[src/rtl/piso_tx.sv]
// Parallel-in serial-out transmitter with a valid/ready load handshake and stall control.
// Supports MSB-first or LSB-first framing and back-to-back frames without idle gaps.
module piso_tx #(
    parameter int unsigned WIDTH     = 8,
    parameter bit          MSB_FIRST = 1'b1
) (
    input  logic             clk,
    input  logic             rst_n,
    input  logic [WIDTH-1:0] din,
    input  logic             load_valid,
    output logic             load_ready,
    input  logic             shift_en,
    output logic             sout,
    output logic             sout_valid,
    output logic             frame_start,
    output logic             done
);

    localparam int unsigned CW = $clog2(WIDTH + 1);

    typedef enum logic {
        IDLE,
        SHIFT
    } state_t;

    state_t           state;
    logic [WIDTH-1:0] shreg;
    logic [CW-1:0]    cnt;
    logic             first;
    logic             last_bit;
    logic             load;
    logic             out_bit;

    assign last_bit    = (state == SHIFT) && (cnt == '0);
    assign done        = last_bit && shift_en;
    // Accepting on the done edge lets the next frame follow with no idle bubble.
    assign load_ready  = (state == IDLE) || done;
    assign load        = load_valid && load_ready;

    assign out_bit     = MSB_FIRST ? shreg[WIDTH-1] : shreg[0];
    assign sout        = (state == SHIFT) && out_bit;
    assign sout_valid  = (state == SHIFT);
    assign frame_start = (state == SHIFT) && first;

    always_ff @(posedge clk or negedge rst_n) begin
        if (!rst_n) begin
            state <= IDLE;
            shreg <= '0;
            cnt   <= '0;
            first <= 1'b0;
        end else if (load) begin
            state <= SHIFT;
            shreg <= din;
            cnt   <= CW'(WIDTH - 1);
            first <= 1'b1;
        end else if ((state == SHIFT) && shift_en) begin
            first <= 1'b0;
            if (cnt == '0) begin
                state <= IDLE;
                shreg <= '0;
            end else begin
                shreg <= MSB_FIRST ? (shreg << 1) : (shreg >> 1);
                cnt   <= cnt - CW'(1);
            end
        end
    end

endmodule

[config.mk]
export PLATFORM = sky130hd
export DESIGN_NAME = piso_tx
export DESIGN_NICKNAME = d
export VERILOG_FILES = /design/src/rtl/piso_tx.sv
export SDC_FILE = /design/constraint.sdc
export NUM_CORES = 1
export LEC_CHECK = 0
export ABC_AREA = 1
export CAP_MARGIN = 20
export CORE_UTILIZATION = 45
export CTS_CLUSTER_SIZE = 8
export DETAILED_ROUTE_END_ITERATION = 10
export PLACE_DENSITY = 0.73
export RECOVER_POWER = 25
export REMOVE_ABC_BUFFERS = 1
export SLEW_MARGIN = 20
export SYNTH_ARGS = -nofsm -noshare
export SYNTH_HDL_FRONTEND = slang
export SYNTH_SLANG_ARGS = --single-unit
[constraint.sdc]
create_clock -name clk -period 1.46 [get_ports clk]
set_input_delay 0.292 -clock clk [delete_from_list [all_inputs] [get_ports clk]]
set_output_delay 0.292 -clock clk [all_outputs]
set_load 0.02 [all_outputs]
* After elaboration in Yosys (flattened, before gate mapping) *
Index checks and enable logic that the tools add are counted.

cells by class
  $add $sub $neg = 1
  $mul = 0
  divide/modulo/power cells = 0
  order comparisons = 0
  equal/unequal tests = 1
  shifts and indexed selects = 0
  multiplexer cells = 11
  bitwise gates (word level) = 1
  reduce and logical (&&, ||, !) cells = 12

operator list
  operator                                          number
  two-way mux 8 bit                                 3
  two-way mux 4 bit                                 3
  logical AND 1 bit                                 6
  two-way mux 1 bit                                 5
  logical NOT 4 bit                                 1
  AND reduction 2 bit                               2
  nonzero test 2 bit                                2
  subtractor 4 x 1 -> 4 bit, second input constant  1
  != test 2 bit, second input constant              1
  logical OR 1 bit                                  1
  NOT 1 bit                                         1

word-level totals
  register bits after elaboration = 14
  latch bits = 0
  bits in writable memories = 0
  bits in read-only memories = 0
  input bits = 12
  output and inout port bits = 5
  logic and storage cells = 30
  memories = 0

* Longest topological paths before layout *
Gate-level depths: netlist (run 1).

  word-level depth = 7
  gate-level depth with buffers = 8
  depth with buffers taken out = 8

* Worst setup path before layout (run 1) *
OpenSTA, ideal clock, no wires.

  path kind = register -> register
  start = reg state (netlist: sout_valid)
  end = reg shreg[1]
  library setup time = 0.065 ns
  arrival = 1.248 ns
  required time = 1.395 ns
  slack = 0.147 ns
  cell stages (with the launch flop) = 9
  path buffers = 0
  clock period less this slack = 1.313 ns
  path through = dfrtp_1 -> nand2_1 -> inv_2 -> nand3_2 -> nand2_2 -> nand2_4 -> inv_2 -> nand2_1 -> nand2_1

on the way
  cells in the longest elaborated chain, start to end = 5
  elaborated cells on any way between the ends = 8
  those cells by class = mux (1); bitwise (1); reduce/logical (6)

RTL lines
  element                                                         RTL line  source
  from (decl)                                                     26        state_t state;
  from (signal assigned)                                          47        state <= IDLE;
  from (signal assigned)                                          52        state <= SHIFT;
  from (signal assigned)                                          59        state <= IDLE;
  logical AND 1 bit                                               34        assign last_bit = (state == SHIFT) && (cnt == '0);
  logical AND 1 bit                                               35        assign done = last_bit && shift_en;
  logical OR 1 bit (*)                                            37        assign load_ready = (state == IDLE) || done;
  net load_ready                                                  11        output logic load_ready,
  logical AND 1 bit (*)                                           38        assign load = load_valid && load_ready;
  two-way mux 8 bit / nonzero test 2 bit (equally long branches)  --
  to (signal assigned)                                            53        shreg <= din;
  to (signal assigned)                                            62        shreg <= MSB_FIRST ? (shreg << 1) : (shreg >> 1);
  to (decl)                                                       27        logic [WIDTH-1:0] shreg;

The timed path passes the listed nets; every way through them passes the cells marked *.
A chain may end at the register's enable or synchronous reset.

* Worst setup path after layout (run 1) *
  start = in shift_en
  end = out done

on the way
  cells in the longest elaborated chain, start to end = 1

RTL lines
  element            RTL line  source
  from (decl)        12        input logic shift_en,
  logical AND 1 bit  35
  to (decl)          16        output logic done

No other way between the ends.

==> results_dict.tcl, run 1 <==
set metrics [dict create \
    status "complete, but fails checks" \
    violations "negative setup slack" \
    min_period_ns 1.57 \
    nets 156 \
    cts-hold-fix-buffers 0 \
    antenna_cells 0 \
    fillers 124 \
    vias_per_cell 4.53 \
    gp_congestion 0.787 \
    tightest_slew_ns 0.752 \
    dp_hpwl_um 1040 \
    dr.first_iter.drc_count 5 \
    cap_violations 0 \
    met1_usage_pct 23.0 \
    wl_um 1610 \
    layout-drive-gt1-share_pct 29.6 \
    hold_violations 0 \
    slew_headroom_pct 49.9 \
    finalNonFillerCells 158 \
    placed_cell_area_sq_um 1030 \
    power.density_nw_per_um2 1590 \
    yosysUniqueCellTypes 14 \
    clk_latency_ns 0.28 \
    grt_max_degree 15 \
    leakage_nw 0.644 \
    io_buffer_count 16 \
    clk_pin_slew_ns 0.08 \
    cts_tree "yes" \
    grtUsageMet3_pct 3.88 \
    grt_pass1_vias 684 \
    dr.pass1.iters 4 \
    grt_overflow_total 0 \
    cts.root.buffer_cell "clkbuf_4" \
    clock_skew_ns 0.00340 \
    finalInstanceArea_sq_um 1150 \
    setup_viol 3 \
    cts_max_path_buffers 2 \
    yosysWarnings 0 \
    core-area_sq_um 1510 \
    met2_usage_pct 37.5 \
    syn-mean-instance-area_sq_um 7.33 \
    grt_usage_pct 20.7 \
    area.growth.synth_to_final_pct 56.7 \
    synth_top_area_share_pct 47.8 \
    period_share_pct 107 \
    routed-via-count 716 \
    required_ns 1.17 \
    start_util_pct 48.7 \
    cp_max_fo 2 \
    antenna_left 0 \
    seq_area_sq_um 350 \
    layout_commonest_cell "nand2_1" \
    hold_class "reg2reg" \
    dieArea_sq_um 1790 \
    numCtsBuffers 3 \
    netlist_top_cells_area "dfrtp_1 (48%), nand2_1 (18%), inv_1 (14%)" \
    dp.cells 147 \
    r2r_slack_ns -0.05 \
    setup_slack_ns -0.106 \
    irDropWorstVdd_v 0.000876 \
    finalMaxSlewViolations 0 \
    final_util_pct 76.2 \
    cts_max_level 1 \
    yosysSeqAreaShare_pct 47.8 \
    yosys.area.top_type "dfrtp_1" \
    fp-row-count 14 \
    fmaxAchievable_mhz 639 \
    drcViolationCount 0 \
    antenna_found_initial 0 \
    grt_first_pass_wirelength_um 2760 \
    pin_count 17 \
    arrival_ns 1.27 \
    fp.dieH_um 42.4 \
    setup_tns_ns -0.190 \
    ys_seq_elements 14 \
    routedWlPerCell_um 10.2 \
    synth_area_sq_um 733 \
    grt_busiest_layer "met2" \
    die_x_um 42.4 \
    syn_inst 100 \
    startpoint_type "input pin" \
    mostFrequentLayoutCells "nand2_1 (34), inv_1 (25), buf_4 (17)" \
    clock-sinks 14 \
    crit_type "in2out" \
    grt_setup_unrepaired "yes" \
    cp-end-kind "primary output" \
    multiInputGateArea_sq_um 304 \
]
[cell usage after synthesis, drive strengths merged]
| cell | number |
|---|---|
| nand2 | 38 |
| inv | 29 |
| dfrtp | 14 |
| o22ai | 7 |
| nand3 | 4 |
| o21ai | 4 |
| nor2 | 2 |
| ha | 1 |
| nand4 | 1 |
[layer usage]
metal	wire length (um)	share of wire (%)
met4	12	0.74
met1	688	43
met5	0	0
met2	856	53
met3	54	3.4
[metrics by stage]
step | total power, mW | hold slack [ns] | setup WS (ns)
2_1_floorplan | 1.01 | -0.00359 | 0.147
6_report | 1.82 | 0.490 | -0.106
3_5_place_dp | 1.34 | 0.470 | -0.458
3_3_place_gp | 1.32 | 0.469 | -0.435
4_1_cts | 1.75 | 0.306 | -0.121
5_1_grt | 1.98 | 0.531 | -0.153
[registers in the layout, summed over array words and instances, names as in the netlist]
name        flops
first           1
sout_valid      1
cnt             4
shreg           8
[repair_timing]
item | CTS | global route
endpoints found under the setup margin | 5 | 15
hold endpoints to repair | 0 | 0
pin swaps | 2 | 3
gates resized for setup | 21 | 13
buffers inserted | 7 | 1
[final timing paths]
check                                    from                   end  cells past startpoint
setup / recovery                     shift_en                  done                      7
hold / removal              first$_DFFE_PN0P_     first$_DFFE_PN0P_                      2
setup reg to reg           cnt[1]$_DFFE_PN0P_    cnt[3]$_DFFE_PN0P_                     13
hold reg to reg             first$_DFFE_PN0P_     first$_DFFE_PN0P_                      2
max in group asynchronous               rst_n    cnt[1]$_DFFE_PN0P_                      2
min in group asynchronous               rst_n  shreg[7]$_DFFE_PN0P_                      2
[cell families (layout without fill, tap and decap cells)]
kind of cell / count (synthesis) / after routing / synth area share (%)
AO/OA/AOI/OAI: 11 / 11 / 9.21
adder cells (fa/ha/maj): 1 / 1 / 1.71
buffers and inverters: 29 / 71 / 14.8
flip-flops: 14 / 14 / 47.8
AND/OR/NAND/NOR: 45 / 45 / 26.5
[layout make-up]
class / count / area share [%]
Sequential cell: 14 / 30.5
Timing Repair Buffer: 38 / 28.6
Multi-Input combinational cell: 57 / 26.5
Inverter: 29 / 9.48
Clock buffer: 4 / 3.16
Tap cell: 16 / 1.74
[critical path, stage by stage]
cell and delay, ns:
clkdlybuf4s50_1 0.46, nand2_1 0.08, inv_2 0.09, nand3_4 0.08
buf_6 0.12, inv_2 0.04, buf_6 0.10
[power breakdown]
group          total, mW  switching, mW  leakage [nW]  internal (mW)
sequential         0.578         0.0557         0.178          0.522
clock              0.274          0.122        0.0210          0.152
combinational      0.969          0.477         0.445          0.492
Note: power is estimated with default switching activity, not from simulation.
==> inputs of run 2 (changes only) <==
- CORE_UTILIZATION: 45 -> 50
- CTS_BUF_LIST: unset -> sky130_fd_sc_hd__clkbuf_8
- PLACE_DENSITY: 0.73 -> 0.8
==> run 2 against run 1 <==
The flow still finishes with violations (negative setup slack). Register-to-register slack better by 0.19 ns. Hold slack better by 0.0049 ns. Sequential share of layout area up 1.6 points. Routed wire length down 3.6%. Die area down 9.5%. Sequential cell count unchanged. First-iteration DRC count rose to 4.2 times the previous value. Setup slack better by 0.098 ns. Cell area down 5.1%. Clock power up 36%. Via count down 2.4%. Clock skew down 0.00076 ns.
==> results_dict.tcl, run 2 (synthesized netlist as in run 1, its figures left out) <==
set metrics [dict create \
    clk_latency_ns 0.24 \
    cts_tree "yes" \
    clock-sinks 14 \
    cts_max_level 1 \
    min_period_ns 1.47 \
    dp_slack_ns -0.466 \
    grt_max_degree 15 \
    grt_overflow_total 0 \
    startpoint_type "flip-flop" \
    grt_usage_pct 22.1 \
    routed-via-count 699 \
    period_share_pct 101 \
    area.growth.synth_to_final_pct 48.6 \
    cp_max_fo 2 \
    required_ns 1.17 \
    grt_first_pass_wirelength_um 2210 \
    antenna_left 0 \
    p_switching_mw 0.647 \
    dr.pass1.iters 4 \
    irDropWorstVdd_v 0.000913 \
    largest-register "shreg" \
    setup_tns_ns -0.00754 \
    tightest_slew_ns 0.752 \
    fp-row-count 13 \
    numCtsBuffers 3 \
    layout_commonest_cell "nand2_1" \
    hold-worst-slack_ns 0.495 \
    crit_type "reg2out" \
    antenna_cells 0 \
    worstHoldStart "first$_DFFE_PN0P_" \
    setup_slack_ns -0.00754 \
    hold_class "reg2reg" \
    gp_congestion 0.734 \
    cp-end-kind "primary output" \
    cap_violations 0 \
    status "complete, but fails checks" \
    p_clk_share_pct 20.7 \
    switching_share_pct 35.9 \
    violations "negative setup slack" \
    fp.dieH_um 40.3 \
    antenna_found_initial 0 \
    die_x_um 40.3 \
    cts_max_path_buffers 2 \
    rr_worst_depth 8 \
    grt_pass1_vias 524 \
    finalInstanceArea_sq_um 1090 \
    seqPwrFrac_pct 32.7 \
    vias_per_cell 4.69 \
    clock_skew_ns 0.00264 \
    placed_cell_area_sq_um 1010 \
    r2r_slack_ns 0.14 \
    min_to "first$_DFFE_PN0P_" \
    drcViolationCount 0 \
    power_mw 1.80 \
    arrival_ns 1.18 \
    power.density_nw_per_um2 1650 \
    hold_violations 0 \
    dr.first_iter.drc_count 21 \
    p_comb_share_pct 46.6 \
    start_util_pct 55.0 \
    nets 148 \
    wl_um 1550 \
    cts.root.buffer_cell "clkbuf_8" \
    setup_viol 1 \
    pin_count 17 \
    grt_setup_unrepaired "yes" \
    hold_depth 2 \
    clk_pin_slew_ns 0.06 \
    r2r_end "shreg[6]$_DFFE_PN0P_" \
    regToRegStartpoint "cnt[1]$_DFFE_PN0P_" \
    slew_headroom_pct 49.8 \
    io_buffer_count 16 \
    fmaxAchievable_mhz 681 \
    routedWlPerCell_um 10.4 \
    core-area_sq_um 1330 \
    leakage_nw 0.612 \
    reg_top3 "shreg x8, cnt x4" \
    dp_hpwl_um 1110 \
    layout-drive-gt1-share_pct 26.1 \
    largest_reg_flops 8 \
    mostFrequentLayoutCells "nand2_1 (33), inv_1 (24), dfrtp_1 (14)" \
    dieArea_sq_um 1620 \
    finalMaxSlewViolations 0 \
    p_int_mw 1.15 \
]
==> run 2: cell types whose count changed in the layout (fill, tap and decap cells not counted), moves of 3 or more <==
cell | before | now
buf_4 | 17 | 13
clkbuf_4 | 3 | 0
buf_6 | 6 | 2
clkbuf_8 | 1 | 4
==> run 2: metrics by stage <==
stage,utilization [%],cells
floorplan,-,100
global placement,75.7,144
detailed placement,75.7,144
CTS,79.9,148
global route,81.7,149
finish,81.7,149
==> run 2: power by group through the flow <==
stage / Sequential [mW] / Clock [mW] / Combinational (mW)
2_1_floorplan: 0.581 / 0 / 0.430
5_1_grt: 0.604 / 0.404 / 0.934
6_report: 0.588 / 0.373 / 0.840
4_1_cts: 0.578 / 0.382 / 0.776
3_5_place_dp: 0.581 / 0 / 0.764
3_3_place_gp: 0.575 / 0 / 0.738
==> run 2: repair_timing <==
action	4_1_cts	5_1_grt
buffers inserted	0	1
pin swaps	0	2
resized for setup	19	11
setup endpoints to repair	5	6
hold buffers	0	0
==> run 2: layout make-up <==
type                       count  area, sq um
tap                           15         18.8
timing repair buffer          30          255
clock buffer                   4         55.1
fill                          93          244
multi-input combinational     57          302
sequential                    14          350
inverter                      29          109
==> run 2: worst max-delay path by stage <==
stage	start	end	slack [ns]	cells past startpoint
final	cnt[1]$_DFFE_PN0P_	load_ready	-0.008	5
after detailed placement	shift_en	load_ready	-0.47	6
after CTS	shift_en	load_ready	-0.007	6
after floorplan	sout_valid$_DFFE_PN0P_	shreg[1]$_DFFE_PN0P_	0.15	8
after global routing	cnt[1]$_DFFE_PN0P_	load_ready	-0.06	5
after global placement	shift_en	load_ready	-0.43	6
==> run 2: critical path, stage by stage (launching register included) <==
cell and delay, ns:
dfrtp_1 0.40, inv_2 0.09, ha_4 0.15, nand3_4 0.08, nand2_2 0.09, buf_6 0.11
==> run 2: routing by layer <==
layer / routed length [um] / track usage [%] / vias up
met2: 804 / 37.1 / 17
met1: 668 / 24.6 / 314
met3: 60 / 8.33 / 3
li1: - / - / 365
met5: 0 / 0 / -
met4: 20 / 10.0 / 0
==> inputs of run 3 (changes only) <==
- CTS_CLUSTER_DIAMETER: unset -> 50
- SLEW_MARGIN: 20 -> unset
==> results of run 3 <==
No change in the layout: final DEF, timing and power equal those of run 2.
